===== config.mk =====
export PLATFORM = sky130hd
export DESIGN_NAME = uart_param_xcvr
export DESIGN_NICKNAME = d
export VERILOG_FILES = /design/src/rtl/uart_param_xcvr.sv
export SDC_FILE = /design/constraint.sdc
export NUM_CORES = 1
export LEC_CHECK = 0
export ABC_AREA = 1
export BUFFER_PORTS_ARGS = -buffer_cell sky130_fd_sc_hd__buf_4
export CORE_MARGIN = 10
export CORE_UTILIZATION = 35
export CTS_CLUSTER_SIZE = 25
export DETAILED_ROUTE_END_ITERATION = 8
export GPL_TIMING_DRIVEN = 0
export HOLD_SLACK_MARGIN = 0.08
export MAX_ROUTING_LAYER = met4
export PLACE_DENSITY = 0.63
export SLEW_MARGIN = 10
export SYNTH_ARGS = -nofsm -noshare
export SYNTH_HDL_FRONTEND = slang
export SYNTH_SLANG_ARGS = --single-unit

===== constraint.sdc =====
create_clock -name clock -period 1.8 [get_ports clock]
set_input_delay 0.36 -clock clock [delete_from_list [all_inputs] [get_ports clock]]
set_output_delay 0.36 -clock clock [all_outputs]
set_load 0.01 [all_outputs]

===== src/rtl/uart_param_xcvr.sv =====
// Parametrised full-duplex UART: valid/ready TX, 16x-oversampled RX with parity/framing flags.
// Optional internal loopback (tx -> rx, pin held idle) when UART_LOOPBACK_EN is defined.
module uart_param_xcvr #(
  parameter int unsigned CLK_FREQ  = 50000000,
  parameter int unsigned BAUD      = 115200,
  parameter int unsigned DATA_BITS = 8,
  parameter int unsigned PARITY    = 0,
  parameter int unsigned STOP_BITS = 1
) (
  input  logic                 clock,
  input  logic                 reset,
  input  logic [DATA_BITS-1:0] tx_data,
  input  logic                 tx_valid,
  output logic                 tx_ready,
  output logic                 tx_out,
  output logic                 tx_busy,
  input  logic                 rx_in,
`ifdef UART_LOOPBACK_EN
  input  logic                 loopback,
`endif
  output logic [DATA_BITS-1:0] rx_data,
  output logic                 rx_valid,
  output logic                 rx_parity_err,
  output logic                 rx_frame_err,
  output logic                 rx_busy
);

  localparam int unsigned DivRaw   = CLK_FREQ / (BAUD * 16);
  localparam int unsigned Div      = (DivRaw < 1) ? 1 : DivRaw;
  localparam int unsigned DivW     = (Div > 1) ? $clog2(Div) : 1;
  localparam logic        OddPar   = (PARITY == 2);
  localparam logic [3:0]  LastData = 4'(DATA_BITS - 1);
  localparam logic [3:0]  LastStop = 4'(STOP_BITS - 1);

  if (DATA_BITS < 5 || DATA_BITS > 9) begin : g_bad_data_bits
    $error("uart_param_xcvr: DATA_BITS must be 5..9");
  end
  if (PARITY > 2) begin : g_bad_parity
    $error("uart_param_xcvr: PARITY must be 0, 1 or 2");
  end
  if (STOP_BITS < 1 || STOP_BITS > 2) begin : g_bad_stop_bits
    $error("uart_param_xcvr: STOP_BITS must be 1 or 2");
  end

  // Shared oversampling tick
  logic [DivW-1:0] div_q;
  logic            os_tick;
  assign os_tick = (div_q == DivW'(Div - 1));

  always_ff @(posedge clock or posedge reset) begin
    if (reset) div_q <= '0;
    else       div_q <= os_tick ? '0 : div_q + DivW'(1);
  end

  // ---------------- Transmitter ----------------
  // TxWait holds the line idle until the next tick so every start bit is tick-aligned.
  typedef enum logic [2:0] {TxIdle, TxWait, TxStart, TxData, TxParity, TxStop} tx_state_e;

  tx_state_e            tx_state_q, tx_state_d;
  logic [3:0]           tx_tick_q, tx_tick_d;
  logic [3:0]           tx_bit_q, tx_bit_d;
  logic [DATA_BITS-1:0] tx_shift_q, tx_shift_d;
  logic                 tx_par_q, tx_par_d;
  logic                 tx_line;

  always_ff @(posedge clock or posedge reset) begin
    if (reset) begin
      tx_state_q <= TxIdle;
      tx_tick_q  <= '0;
      tx_bit_q   <= '0;
      tx_shift_q <= '0;
      tx_par_q   <= 1'b0;
    end else begin
      tx_state_q <= tx_state_d;
      tx_tick_q  <= tx_tick_d;
      tx_bit_q   <= tx_bit_d;
      tx_shift_q <= tx_shift_d;
      tx_par_q   <= tx_par_d;
    end
  end

  always_comb begin
    tx_state_d = tx_state_q;
    tx_tick_d  = tx_tick_q;
    tx_bit_d   = tx_bit_q;
    tx_shift_d = tx_shift_q;
    tx_par_d   = tx_par_q;
    if (os_tick && tx_state_q inside {TxStart, TxData, TxParity, TxStop}) begin
      tx_tick_d = tx_tick_q + 4'd1;
    end
    unique case (tx_state_q)
      TxIdle: begin
        if (tx_valid) begin
          tx_shift_d = tx_data;
          tx_par_d   = (^tx_data) ^ OddPar;
          tx_state_d = TxWait;
        end
      end
      TxWait: begin
        if (os_tick) begin
          tx_tick_d  = '0;
          tx_state_d = TxStart;
        end
      end
      TxStart: begin
        if (os_tick && tx_tick_q == 4'd15) begin
          tx_bit_d   = '0;
          tx_state_d = TxData;
        end
      end
      TxData: begin
        if (os_tick && tx_tick_q == 4'd15) begin
          tx_shift_d = tx_shift_q >> 1;
          if (tx_bit_q == LastData) begin
            tx_bit_d   = '0;
            tx_state_d = (PARITY != 0) ? TxParity : TxStop;
          end else begin
            tx_bit_d = tx_bit_q + 4'd1;
          end
        end
      end
      TxParity: begin
        if (os_tick && tx_tick_q == 4'd15) tx_state_d = TxStop;
      end
      TxStop: begin
        if (os_tick && tx_tick_q == 4'd15) begin
          if (tx_bit_q == LastStop) begin
            tx_bit_d   = '0;
            tx_state_d = TxIdle;
          end else begin
            tx_bit_d = tx_bit_q + 4'd1;
          end
        end
      end
      default: tx_state_d = TxIdle;
    endcase
  end

  always_comb begin
    tx_line = 1'b1;
    unique case (tx_state_q)
      TxStart:  tx_line = 1'b0;
      TxData:   tx_line = tx_shift_q[0];
      TxParity: tx_line = tx_par_q;
      default:  tx_line = 1'b1;
    endcase
    tx_ready = (tx_state_q == TxIdle);
    tx_busy  = (tx_state_q != TxIdle);
  end

  logic rx_src;
`ifdef UART_LOOPBACK_EN
  assign rx_src = loopback ? tx_line : rx_in;
  assign tx_out = loopback ? 1'b1 : tx_line;
`else
  assign rx_src = rx_in;
  assign tx_out = tx_line;
`endif

  // ---------------- Receiver ----------------
  typedef enum logic [2:0] {RxIdle, RxStart, RxData, RxParity, RxStop} rx_state_e;

  logic                 rx_s1_q, rx_s2_q, rx_prev_q;
  rx_state_e            rx_state_q, rx_state_d;
  logic [3:0]           rx_tick_q, rx_tick_d;
  logic [3:0]           rx_bit_q, rx_bit_d;
  logic [DATA_BITS-1:0] rx_shift_q, rx_shift_d;
  logic                 rx_par_q, rx_par_d;
  logic [DATA_BITS-1:0] rx_data_q, rx_data_d;
  logic                 rx_valid_q, rx_valid_d;
  logic                 rx_perr_q, rx_perr_d;
  logic                 rx_ferr_q, rx_ferr_d;

  always_ff @(posedge clock or posedge reset) begin
    if (reset) begin
      rx_s1_q    <= 1'b1;
      rx_s2_q    <= 1'b1;
      rx_prev_q  <= 1'b1;
      rx_state_q <= RxIdle;
      rx_tick_q  <= '0;
      rx_bit_q   <= '0;
      rx_shift_q <= '0;
      rx_par_q   <= 1'b0;
      rx_data_q  <= '0;
      rx_valid_q <= 1'b0;
      rx_perr_q  <= 1'b0;
      rx_ferr_q  <= 1'b0;
    end else begin
      rx_s1_q    <= rx_src;
      rx_s2_q    <= rx_s1_q;
      rx_prev_q  <= rx_s2_q;
      rx_state_q <= rx_state_d;
      rx_tick_q  <= rx_tick_d;
      rx_bit_q   <= rx_bit_d;
      rx_shift_q <= rx_shift_d;
      rx_par_q   <= rx_par_d;
      rx_data_q  <= rx_data_d;
      rx_valid_q <= rx_valid_d;
      rx_perr_q  <= rx_perr_d;
      rx_ferr_q  <= rx_ferr_d;
    end
  end

  always_comb begin
    rx_state_d = rx_state_q;
    rx_tick_d  = rx_tick_q;
    rx_bit_d   = rx_bit_q;
    rx_shift_d = rx_shift_q;
    rx_par_d   = rx_par_q;
    rx_data_d  = rx_data_q;
    rx_valid_d = 1'b0;
    rx_perr_d  = rx_perr_q;
    rx_ferr_d  = rx_ferr_q;
    if (os_tick && rx_state_q != RxIdle) rx_tick_d = rx_tick_q + 4'd1;
    unique case (rx_state_q)
      RxIdle: begin
        if (rx_prev_q && !rx_s2_q) begin
          rx_tick_d  = '0;
          rx_state_d = RxStart;
        end
      end
      RxStart: begin
        // Mid start bit: a high line here was only a glitch.
        if (os_tick && rx_tick_q == 4'd7) begin
          rx_tick_d  = '0;
          rx_bit_d   = '0;
          rx_state_d = rx_s2_q ? RxIdle : RxData;
        end
      end
      RxData: begin
        if (os_tick && rx_tick_q == 4'd15) begin
          rx_shift_d = {rx_s2_q, rx_shift_q[DATA_BITS-1:1]};
          if (rx_bit_q == LastData) begin
            rx_bit_d   = '0;
            rx_state_d = (PARITY != 0) ? RxParity : RxStop;
          end else begin
            rx_bit_d = rx_bit_q + 4'd1;
          end
        end
      end
      RxParity: begin
        if (os_tick && rx_tick_q == 4'd15) begin
          rx_par_d   = rx_s2_q;
          rx_state_d = RxStop;
        end
      end
      RxStop: begin
        if (os_tick && rx_tick_q == 4'd15) begin
          rx_data_d  = rx_shift_q;
          rx_valid_d = 1'b1;
          rx_perr_d  = (PARITY != 0) && (rx_par_q != ((^rx_shift_q) ^ OddPar));
          rx_ferr_d  = !rx_s2_q;
          rx_state_d = RxIdle;
        end
      end
      default: rx_state_d = RxIdle;
    endcase
  end

  always_comb begin
    rx_busy       = (rx_state_q != RxIdle);
    rx_data       = rx_data_q;
    rx_valid      = rx_valid_q;
    rx_parity_err = rx_perr_q;
    rx_frame_err  = rx_ferr_q;
  end

endmodule


==> summary.txt <==
Route
  – TritonRoute pass-1 iters: 4
  – Post-route antenna net violation count: 0
  – Iteration-0 DRC Markers: 133
  – Routed len/inst: 11.06 µm
  – Drc violations: 0
  – Post-Route WL: 6139 µm
  – Drt via density: 4.631
  – Vias: 2,570

Setup path
  – R2r setup slk: 130 ps
  – Crit path DAT: 1350 ps
  – Critical setup path kind: reg -> out
  – Number of buffer and inverter stages on the critical path: 3
  – Crit path max-delay family: flip-flops
  – Worst Path Required: 1440 ps
  – Critical path's largest stage delay: 370 ps
  – Reg2reg end: rx_bit_q[2]
  – CP max FO: 6
  – Critical Path End Type: primary output
  – R2r worst-path depth: 9
  – Max stage delay cell, worst path: dfrtp_1
  – Startpoint Class: register
  – Critical-path cell list: buf_6 -> nor2_4 -> inv_4 -> o211ai_1 -> buf_4
  – Worst r2r src: div_q[0]

STA
  – Final Worst Setup Slack: 91.68 ps
  – RSZ-0062 raised after global routing: true
  – Final Hold Vio Count: 0
  – Setup TNS: 0 ps
  – Final setup violation count: 0
  – Max Clock Freq: 0.5854 GHz
  – Minimum clock period: 1708 ps
  – Slew margin rel.: 63.46%
  – Setup Skew: 5.731 ps
  – Fin Hold WS: 79.73 ps
  – Worst Tran Pin Value: 547.3 ps
  – Fin. max-slew vios: 0
  – Fin crit share: 94.91%

Die
  – Die width: 114.9 µm
  – Core area: 8763 µm²
  – Die ar.: 13,210 µm²
  – I/O pin total: 27
  – Starting Density: 35.98%
  – Die Span Y: 114.9 µm
  – Rows: 34

Synthesis
  – Syn nets: 411
  – Mapped cell area: 3153 µm²
  – Post-synthesis average cell area: 8.043 µm²
  – XOR/XNOR share of the synthesized area: 2.222%
  – Largest area contributor in the netlist: dfrtp_1
  – Top-area cell type share of the netlist area: 42.86%
  – Mux cell area share after synthesis: 0%
  – Syn Inst Count: 392
  – Flops & latches, synth: 57
  – Synth Area in Compound Gates: 10.87%
  – Yosys warns: 0
  – Post-synthesis sequential area ratio: 45.36%
  – Largest family of logic cells by synthesized area: simple AND/OR/NAND/NOR gates
  – Leading post-synthesis cells by cell area: dfrtp_1 (43%), nand2_1 (14%), inv_1 (6.7%)
  – Synth Area in Adders: 2.778%
  – Unique masters post-synth: 34
  – Post-Synth Simple-Gate Area: 29.68%

Clocking
  – CTS tree: done
  – CTS sink count: 57
  – Clock tree buffer depth: 2
  – Htree depth: 3
  – Num CTS Buffers: 9
  – Clk_lat worst skew: 330 ps
  – Reg clk slew, reported paths: 70 ps
  – Root Driver: clkbuf_8

Global routing
  – Total grt overflow: 0
  – First-pass GRT wire length: 11,050 µm
  – Pin count of the biggest net entering global routing: 33
  – GRT Util Overall: 10.22%
  – Vias in the first global route: 2,572
  – Initial antenna violation count: 0

Cells and area
  – Layout fillers: 856
  – Most common cell after layout, fill and taps aside: nand2_1
  – Nets@finish: 461
  – P&R area growth vs syn: 22.98%
  – Design area: 3877 µm²
  – Most frequent cells in the layout: nand2_1 (111), inv_1 (54), dfrtp_1 (52)
  – Layout cell share with drive strength beyond 1: 25.73%
  – ANT cells: 0

Run
  – Max cap viols: 0

Pwr
  – Power density over cell area: 1124 nW/µm²
  – Total power: 4.359 mW
  – Leak: 1.981 nW
  – Maximum VDD drop: 0.6453 mV

Worst hold path
  – Hold/Removal Path Class: in -> async

Place
  – Placed cell area: 3496 µm²
  – Routability cong.: 0.7944
  – DP HPWL: 4352 µm
  – Setup WS pre-CTS: 61.71 ps
  – Number of I/O port buffers: 25

Outcome
  – Status: complete, no violations
## synth_stat cells
master    number
nand2_1      114
inv_1         56
dfrtp_1       54
nand3_1       31
nor2_1        23
o21ai_1       13
o21ai_0       12
o21ai_2       11
a21oi_1        7
ha_1           7
nand2_2        7
xor2_1         6
nor2_4         5
o21a_1         5
nand2_4        4
nor2_2         4
buf_4          3
buf_6          3
dfstp_2        3
inv_2          3
nand3b_1       3
a21oi_4        2
nand3_2        2
nand4_1        2
or2_2          2
xnor2_1        2
a21oi_2        1
and3_1         1
buf_2          1
conb_1         1
nand3b_2       1
nor3_1         1
o211ai_1       1
or2_1          1
## power breakdown
part	switching, mW	total, mW	internal [mW]
Clock	0.503	1.18	0.672
Combinational	0.949	1.58	0.634
Sequential	0.139	1.60	1.46
Total	1.59	4.36	2.77
## final cells by class
type	instances	area, µm²	share of cell area (%)
timing repair buffer	39	335.3	8.648
multi-input combinational	269	1475	38.04
clock buffer	11	141.4	3.646
clock inverter	5	55.05	1.420
buffer	7	78.83	2.033
tap	108	135.1	3.485
sequential	57	1433	36.95
inverter	59	224.0	5.776
## through the flow
| step | instances | util (%) |
|---|---|---|
| global placement | 525 | 39.66 |
| floorplan | 392 | - |
| CTS | 544 | 42.33 |
| detailed placement | 526 | 39.89 |
| finish | 555 | 44.25 |
| global route | 555 | 44.25 |
## worst max-delay path by stage
stage,startpoint,endpoint,slack (ps),cells after the start
detailed placement,div_q[0],rx_data[6],60,8
CTS,tx_state_q[2],tx_out,20,6
finish,tx_state_q[2],tx_out,90,5
global route,tx_state_q[2],tx_out,-30,5
floorplan,reset,async pin,50,1
global placement,reset,rx_tick_q[0],-740,2
## routing by layer
metal | vias up | share of wire [%] | track usage (%)
li1 | 1326 | - | -
met1 | 1202 | 48 | 12.05
met2 | 35 | 47 | 15.99
met3 | 7 | 4.5 | 3.438
met4 | 0 | 0.94 | 3.465
met5 | - | 0 | -
## sequential cells by signal, indices dropped and copies added, names as in the netlist, named ones only
name	count
rx_frame_err	1
rx_valid	1
tx_par_q	1
tx_state_q	3
rx_tick_q	4
rx_s1_q	1
rx_bit_q	4
tx_shift_q	8
div_q	5
rx_data	8
rx_shift_q	8
tx_tick_q	2
rx_s2_q	1
tx_bit_q	4
rx_state_q	3
rx_prev_q	1
## repair_timing
| item | CTS | global route |
|---|---|---|
| setup endpoints to repair | 1 | 27 |
| pin swaps | 1 | 4 |
| endpoints found under the hold margin | 0 | 0 |
| buffers inserted | 2 | 10 |
| hold buffers | 0 | 0 |
| resized for setup | 2 | 17 |
| cloned | 0 | 1 |
## logic make-up after synthesis
logic type                 Yosys count
AOI/OAI and AO/OA                   52
xor gates and xnor gates             8
adders and majority gates            7
buffers and inverters               66
DFF                                 57
other                                1
and+or+nand+nor                    201
No activity file was read; power rests on OpenSTA's default activity.
